===== src/rtl/resp_misr.sv =====
// Multiple-input signature register compacting VEC_LENGTH DUT response samples per run.
// Optional X-masking of response bits is enabled by defining RESP_MISR_XMASK_EN (adds x_mask input).
module resp_misr #(
  parameter int                    RESP_WIDTH = 8,
  parameter int                    VEC_LENGTH = 1024,
  parameter logic [RESP_WIDTH-1:0] POLY       = RESP_WIDTH'(8'h1D),
  parameter logic [RESP_WIDTH-1:0] SEED       = '0,
  localparam int                   CNT_W      = $clog2(VEC_LENGTH + 1)
) (
  input  logic                  clk,
  input  logic                  rst,
  input  logic                  start,
  input  logic                  resp_valid,
  input  logic [RESP_WIDTH-1:0] resp,
`ifdef RESP_MISR_XMASK_EN
  input  logic [RESP_WIDTH-1:0] x_mask,
`endif
  input  logic [RESP_WIDTH-1:0] expected_sig,
  output logic                  busy,
  output logic                  done,
  output logic                  match,
  output logic [RESP_WIDTH-1:0] signature,
  output logic [CNT_W-1:0]      sample_cnt
);

  typedef enum logic [1:0] {
    IDLE = 2'd0,
    RUN  = 2'd1,
    DONE = 2'd2
  } state_t;

  state_t                  state;
  state_t                  state_next;
  logic [RESP_WIDTH-1:0]   resp_eff;
  logic [RESP_WIDTH-1:0]   sig_compacted;
  logic                    compact;
  logic                    last_sample;

`ifdef RESP_MISR_XMASK_EN
  assign resp_eff = resp & ~x_mask;
`else
  assign resp_eff = resp;
`endif

  assign compact       = (state == RUN) && resp_valid;
  assign last_sample   = (sample_cnt == CNT_W'(VEC_LENGTH - 1));
  assign sig_compacted = {signature[RESP_WIDTH-2:0], 1'b0}
                       ^ (signature[RESP_WIDTH-1] ? POLY : '0)
                       ^ resp_eff;

  always_ff @(posedge clk) begin
    if (rst) begin
      state <= IDLE;
    end else begin
      state <= state_next;
    end
  end

  always_comb begin
    state_next = state;
    case (state)
      IDLE:    if (start) state_next = RUN;
      RUN:     if (resp_valid && last_sample) state_next = DONE;
      DONE:    if (start) state_next = RUN;
      default: state_next = IDLE;
    endcase
  end

  // Signature and count reload on any accepted start; RUN ignores start entirely.
  always_ff @(posedge clk) begin
    if (rst) begin
      signature  <= SEED;
      sample_cnt <= '0;
    end else if ((state != RUN) && start) begin
      signature  <= SEED;
      sample_cnt <= '0;
    end else if (compact) begin
      signature  <= sig_compacted;
      sample_cnt <= sample_cnt + CNT_W'(1);
    end
  end

  assign busy  = (state == RUN);
  assign done  = (state == DONE);
  assign match = done && (signature == expected_sig);

endmodule


===== config.mk =====
export PLATFORM = sky130hd
export DESIGN_NAME = resp_misr
export DESIGN_NICKNAME = d
export VERILOG_FILES = /design/src/rtl/resp_misr.sv
export SDC_FILE = /design/constraint.sdc
export NUM_CORES = 1
export LEC_CHECK = 0
export CAP_MARGIN = 20
export CORE_UTILIZATION = 45
export CTS_BUF_LIST = sky130_fd_sc_hd__clkbuf_4
export DETAILED_ROUTE_END_ITERATION = 10
export GPL_TIMING_DRIVEN = 1
export PLACE_DENSITY = 0.81
export SLEW_MARGIN = 10
export SYNTH_ARGS = -nofsm -noshare
export SYNTH_HDL_FRONTEND = slang
export SYNTH_SLANG_ARGS = --single-unit

===== constraint.sdc =====
create_clock -name clk -period 2 [get_ports clk]
set_input_delay 0.4 -clock clk [delete_from_list [all_inputs] [get_ports clk]]
set_output_delay 0.4 -clock clk [all_outputs]
set_load 0.02 [all_outputs]

# Word-level counts from Yosys, hierarchy flattened

Index checks and enable logic that the tools add are counted.

Bits of input ports: 20
Word-level logic and storage cells: 25
Output and inout port bits: 22
Register bits: 21

Multiplexer cells: 4
Equality and inequality tests: 7
Reduce and logical (&&, ||, !) cells: 8
Add/subtract/negate cells: 1
Bitwise logic cells: 2

Operators with widths:

| kind                    | number |
|---|---|
| $add A11 B1 Y11 const B | 1 |
| $eq A11 B10 Y1 const B  | 1 |
| $eq A8 B8 Y1            | 1 |
| $xor A8 B5 Y8           | 1 |
| $xor A8 B8 Y8           | 1 |
| $ne A2 B1 Y1 const B    | 3 |
| $mux W5                 | 1 |
| $logic_and A1 B1 Y1     | 4 |
| $mux W2                 | 2 |
| $pmux W2 S2             | 1 |
| $reduce_or A2 Y1        | 2 |
| $eq A2 B1 Y1 const B    | 1 |
| $eq A2 B2 Y1 const B    | 1 |
| $logic_not A2 Y1        | 1 |
| $reduce_and A2 Y1       | 1 |

# Logic depth before layout (Yosys ltp)

Depth after elaboration: 4
Gate-level depth with buffers: 5
Mapped depth without buffers: 4

# Worst setup path after synthesis

OpenSTA, ideal clock, no wires.

Path type: register -> output
Start: register signature[7]
End: output port match
Stages on the path, launching flop included: 5
Data arrival time: 1.552 ns
Slack: 0.048 ns
Data required time: 1.600 ns
Buffers on the path: 1
Path through: dfxtp_1 > buf_2 > xnor2_1 > nand3_1 > nor4_1

Cells in the longest elaborated chain, start to end: 2

RTL lines:

| element                | RTL line | RTL |
|---|---|---|
| start, declared        | 22       | `output logic [RESP_WIDTH-1:0] signature,` |
| start signal, assigned | 78       | `signature <= sig_compacted;` |
| $eq A8 B8 Y1           | 85       | `assign match = done && (signature == expected_sig);` |
| $logic_and A1 B1 Y1    | 85       |  |
| end, declared          | 21       | `output logic match,` |

Every way passes these cells.

# Worst setup path after layout

Start: input port expected_sig[4]
End: output port match

Cells in the longest elaborated chain, start to end: 2

RTL lines:

| element             | RTL line | RTL |
|---|---|---|
| start, declared     | 18       | `input logic [RESP_WIDTH-1:0] expected_sig,` |
| $eq A8 B8 Y1        | 85       |  |
| $logic_and A1 B1 Y1 | 85       |  |

Every way passes these cells.

==> run summary <==
Diodes inserted - 0
Period Utilization, post-route - 99.0%
Initial DRT Pass Iterations - 4
die footprint - 2680 sq um
Global Route Usage Sum - 24.6%
initial antenna violation count - 0
hold slack - 0.515 ns
post-synthesis mux area share - 2.69%
DRC - 0
Pwr Total - 0.943 mW
1st-iter DRT viols - 16
synthesized area - 1110 sq um
Worst Setup End Kind - output pin
FFs w/ async S/R, synth - 0%
Total Wirelength - 2830 microns
Vias per Instance - 5.40
worst min path class - flip-flop to flip-flop
Post-Synth XOR/XNOR Area - 15.7%
Seq/Total Area, Yosys - 37.7%
maximum fanout along the worst path - 1
vias - 1113
Mapped Cells - 125
P&R area growth vs syn - 48.7%
RePlAce Congestion - 0.834
post-route ant nets - 0
setup tns final - 0 ns
run status - finished clean
Unique masters post-synth - 32
largest net degree at the start of global routing - 13
Std-Cell Rows - 17
Nets - 200
final core occ - 72.8%
TritonCTS buffer count - 3
top-area cell type share of the netlist area - 37.7%
Layout fillers - 167
CTS tree - built
Final Hold Vio Count - 0
CTS max path bufs - 2
post-route minimum period - 1.98 ns
Max Slew Vio Count - 0
Final setup viols - 0
count leader, synth - dfxtp_1
Least-Margin Pin Slew - 0.393 ns
RSZ-0062 raised after global routing - no
first-pass GRT wire length - 4820 microns
PD cells - 569 nW/um^2
Synth area leaders - dfxtp_1, xnor2_1, a211oi_1
root buf cell - clkbuf_4
largest family of logic cells by synthesized area - compound AO/OA/AOI/OAI gates
vias in the first global route - 1085
max-cap viol count - 0
Chip Height - 51.8 microns
Crit path required time - 1.60 ns
Synth warnings - 0
clk_skew - 0.00811 ns
IO Count - 42
Seq cells post-synth - 21
Final Non-Filler Cells - 206
EDFF count, synth - 0
top_reg_cell synth - dfxtp_1
Max Freq - 505 MHz
postcts setup bufs - 0
initial core utilization - 49.0%
Synthesized Nets - 146
Mapped Avg Cell Area - 8.92 sq um
critical path class - primary input to output pin
WL per Instance - 13.7 microns
slew margin rel. - 73.6%
H-tree levels - 1
Post-synth top cells - dfxtp_1, xnor2_1, nand2_1
placed cell count - 202
startpoint class of the critical path - primary input
area leader, netlist - dfxtp_1
P_leak - 0.631 nW
worst skew pair latency - 0.32 ns
Crit path arrival time - 1.58 ns
die width - 51.8 microns
number of clock sinks - 21
layout cells sized above 1 - 11.2%
simple logic cell fraction of the synthesized area - 18.7%
clock transition at the registers of the reported paths - 0.12 ns
grt ovf - 0
worst vdd rail ir drop - 0.436 mV
DP Wirelength - 2170 microns
Core ar. - 2280 sq um
Adder-Cell Fraction of Synth Area - 1.12%
Synth Area in Compound Gates - 18.7%
Port Buffer Count - 41
final timing paths:
kind,from,to,cells past startpoint,slack (ns)
worst max-delay path,expected_sig[4],match,5,0.02
worst min-delay path,sample_cnt[1],sample_cnt[1],2,0.52
worst min register to register,sample_cnt[1],sample_cnt[1],2,0.52
worst max register to register,sample_cnt[0],state[0],4,0.46
per-stage QoR:
stage / setup WS [ns] / area [sq um]
after CTS: 0.00514 / 1650
after global placement: -0.401 / 1630
after detailed placement: -0.446 / 1630
final: 0.0207 / 1660
after floorplan: 0.0480 / 1110
after global routing: 0.00600 / 1660
worst max-delay path: stages:
cell             delay [ns]
clkdlybuf4s50_1        0.47
xnor2_1                0.11
nand3_1                0.10
nor4_1                 0.29
buf_2                  0.22
final cells by class:
class	count	area, sq um	area share (%)
well taps	28	35.0	2.11
inverters	7	26.3	1.58
clock buffers	4	30.0	1.81
flip-flops and latches	21	420	25.4
multi-input cells	92	636	38.3
repair buffers	54	510	30.8
logic make-up after synthesis:
| kind of cell | count (synthesis) |
|---|---|
| adder cells (fa/ha/maj) | 1 |
| AO/OA/AOI/OAI | 31 |
| XOR/XNOR | 20 |
| AND/OR/NAND/NOR | 37 |
| multiplexers | 3 |
| buffers and inverters | 12 |
| flip-flops | 21 |
cells in the final DEF, fill, tap and decap left out, types with 2 or more instances in the layout:
master           Yosys  final
a211o_1              3      3
a211oi_1             5      5
a21oi_1              7      7
buf_4                1     13
clkbuf_4             0      4
clkdlybuf4s50_1      0     34
dfxtp_1             21     21
dlygate4sd2_1        0      2
dlymetal6s2s_1       0      4
inv_1                7      7
mux2i_1              3      3
nand2_1              9      9
nand2b_1             2      2
nand3_1              2      2
nand4_1              3      3
nor2_1               7      7
nor4_1               4      4
o211ai_1             3      3
o21ai_0              2      2
o22ai_1              4      4
o31ai_1              4      4
or3_1                2      2
or4_1                4      4
xnor2_1             16     16
xor2_1               4      4
where the power goes:
group | switching [mW] | internal [mW]
sequential | 0.0164 | 0.435
clock | 0.135 | 0.0917
combinational | 0.125 | 0.139
routing by layer:
layer  track usage [%]  vias to the layer above  part of all wire, %
met5                 0                        -                    0
met4              9.46                        0                  1.6
met3              3.80                        6                  3.8
met2              44.4                       33                   51
met1              29.0                      508                   44
li1                  -                      566                    -
state kept, by name, indices dropped and copies added, names as in the netlist:
name and count:
state 2, signature 8, sample_cnt 11
timing repair:
item,in CTS,in global routing
hold endpoints to repair,0,0
setup endpoints to repair,2,2
hold buffers,0,0
pin swaps,2,6
gates resized for setup,7,4
Note: power is estimated with default switching activity, not from simulation.
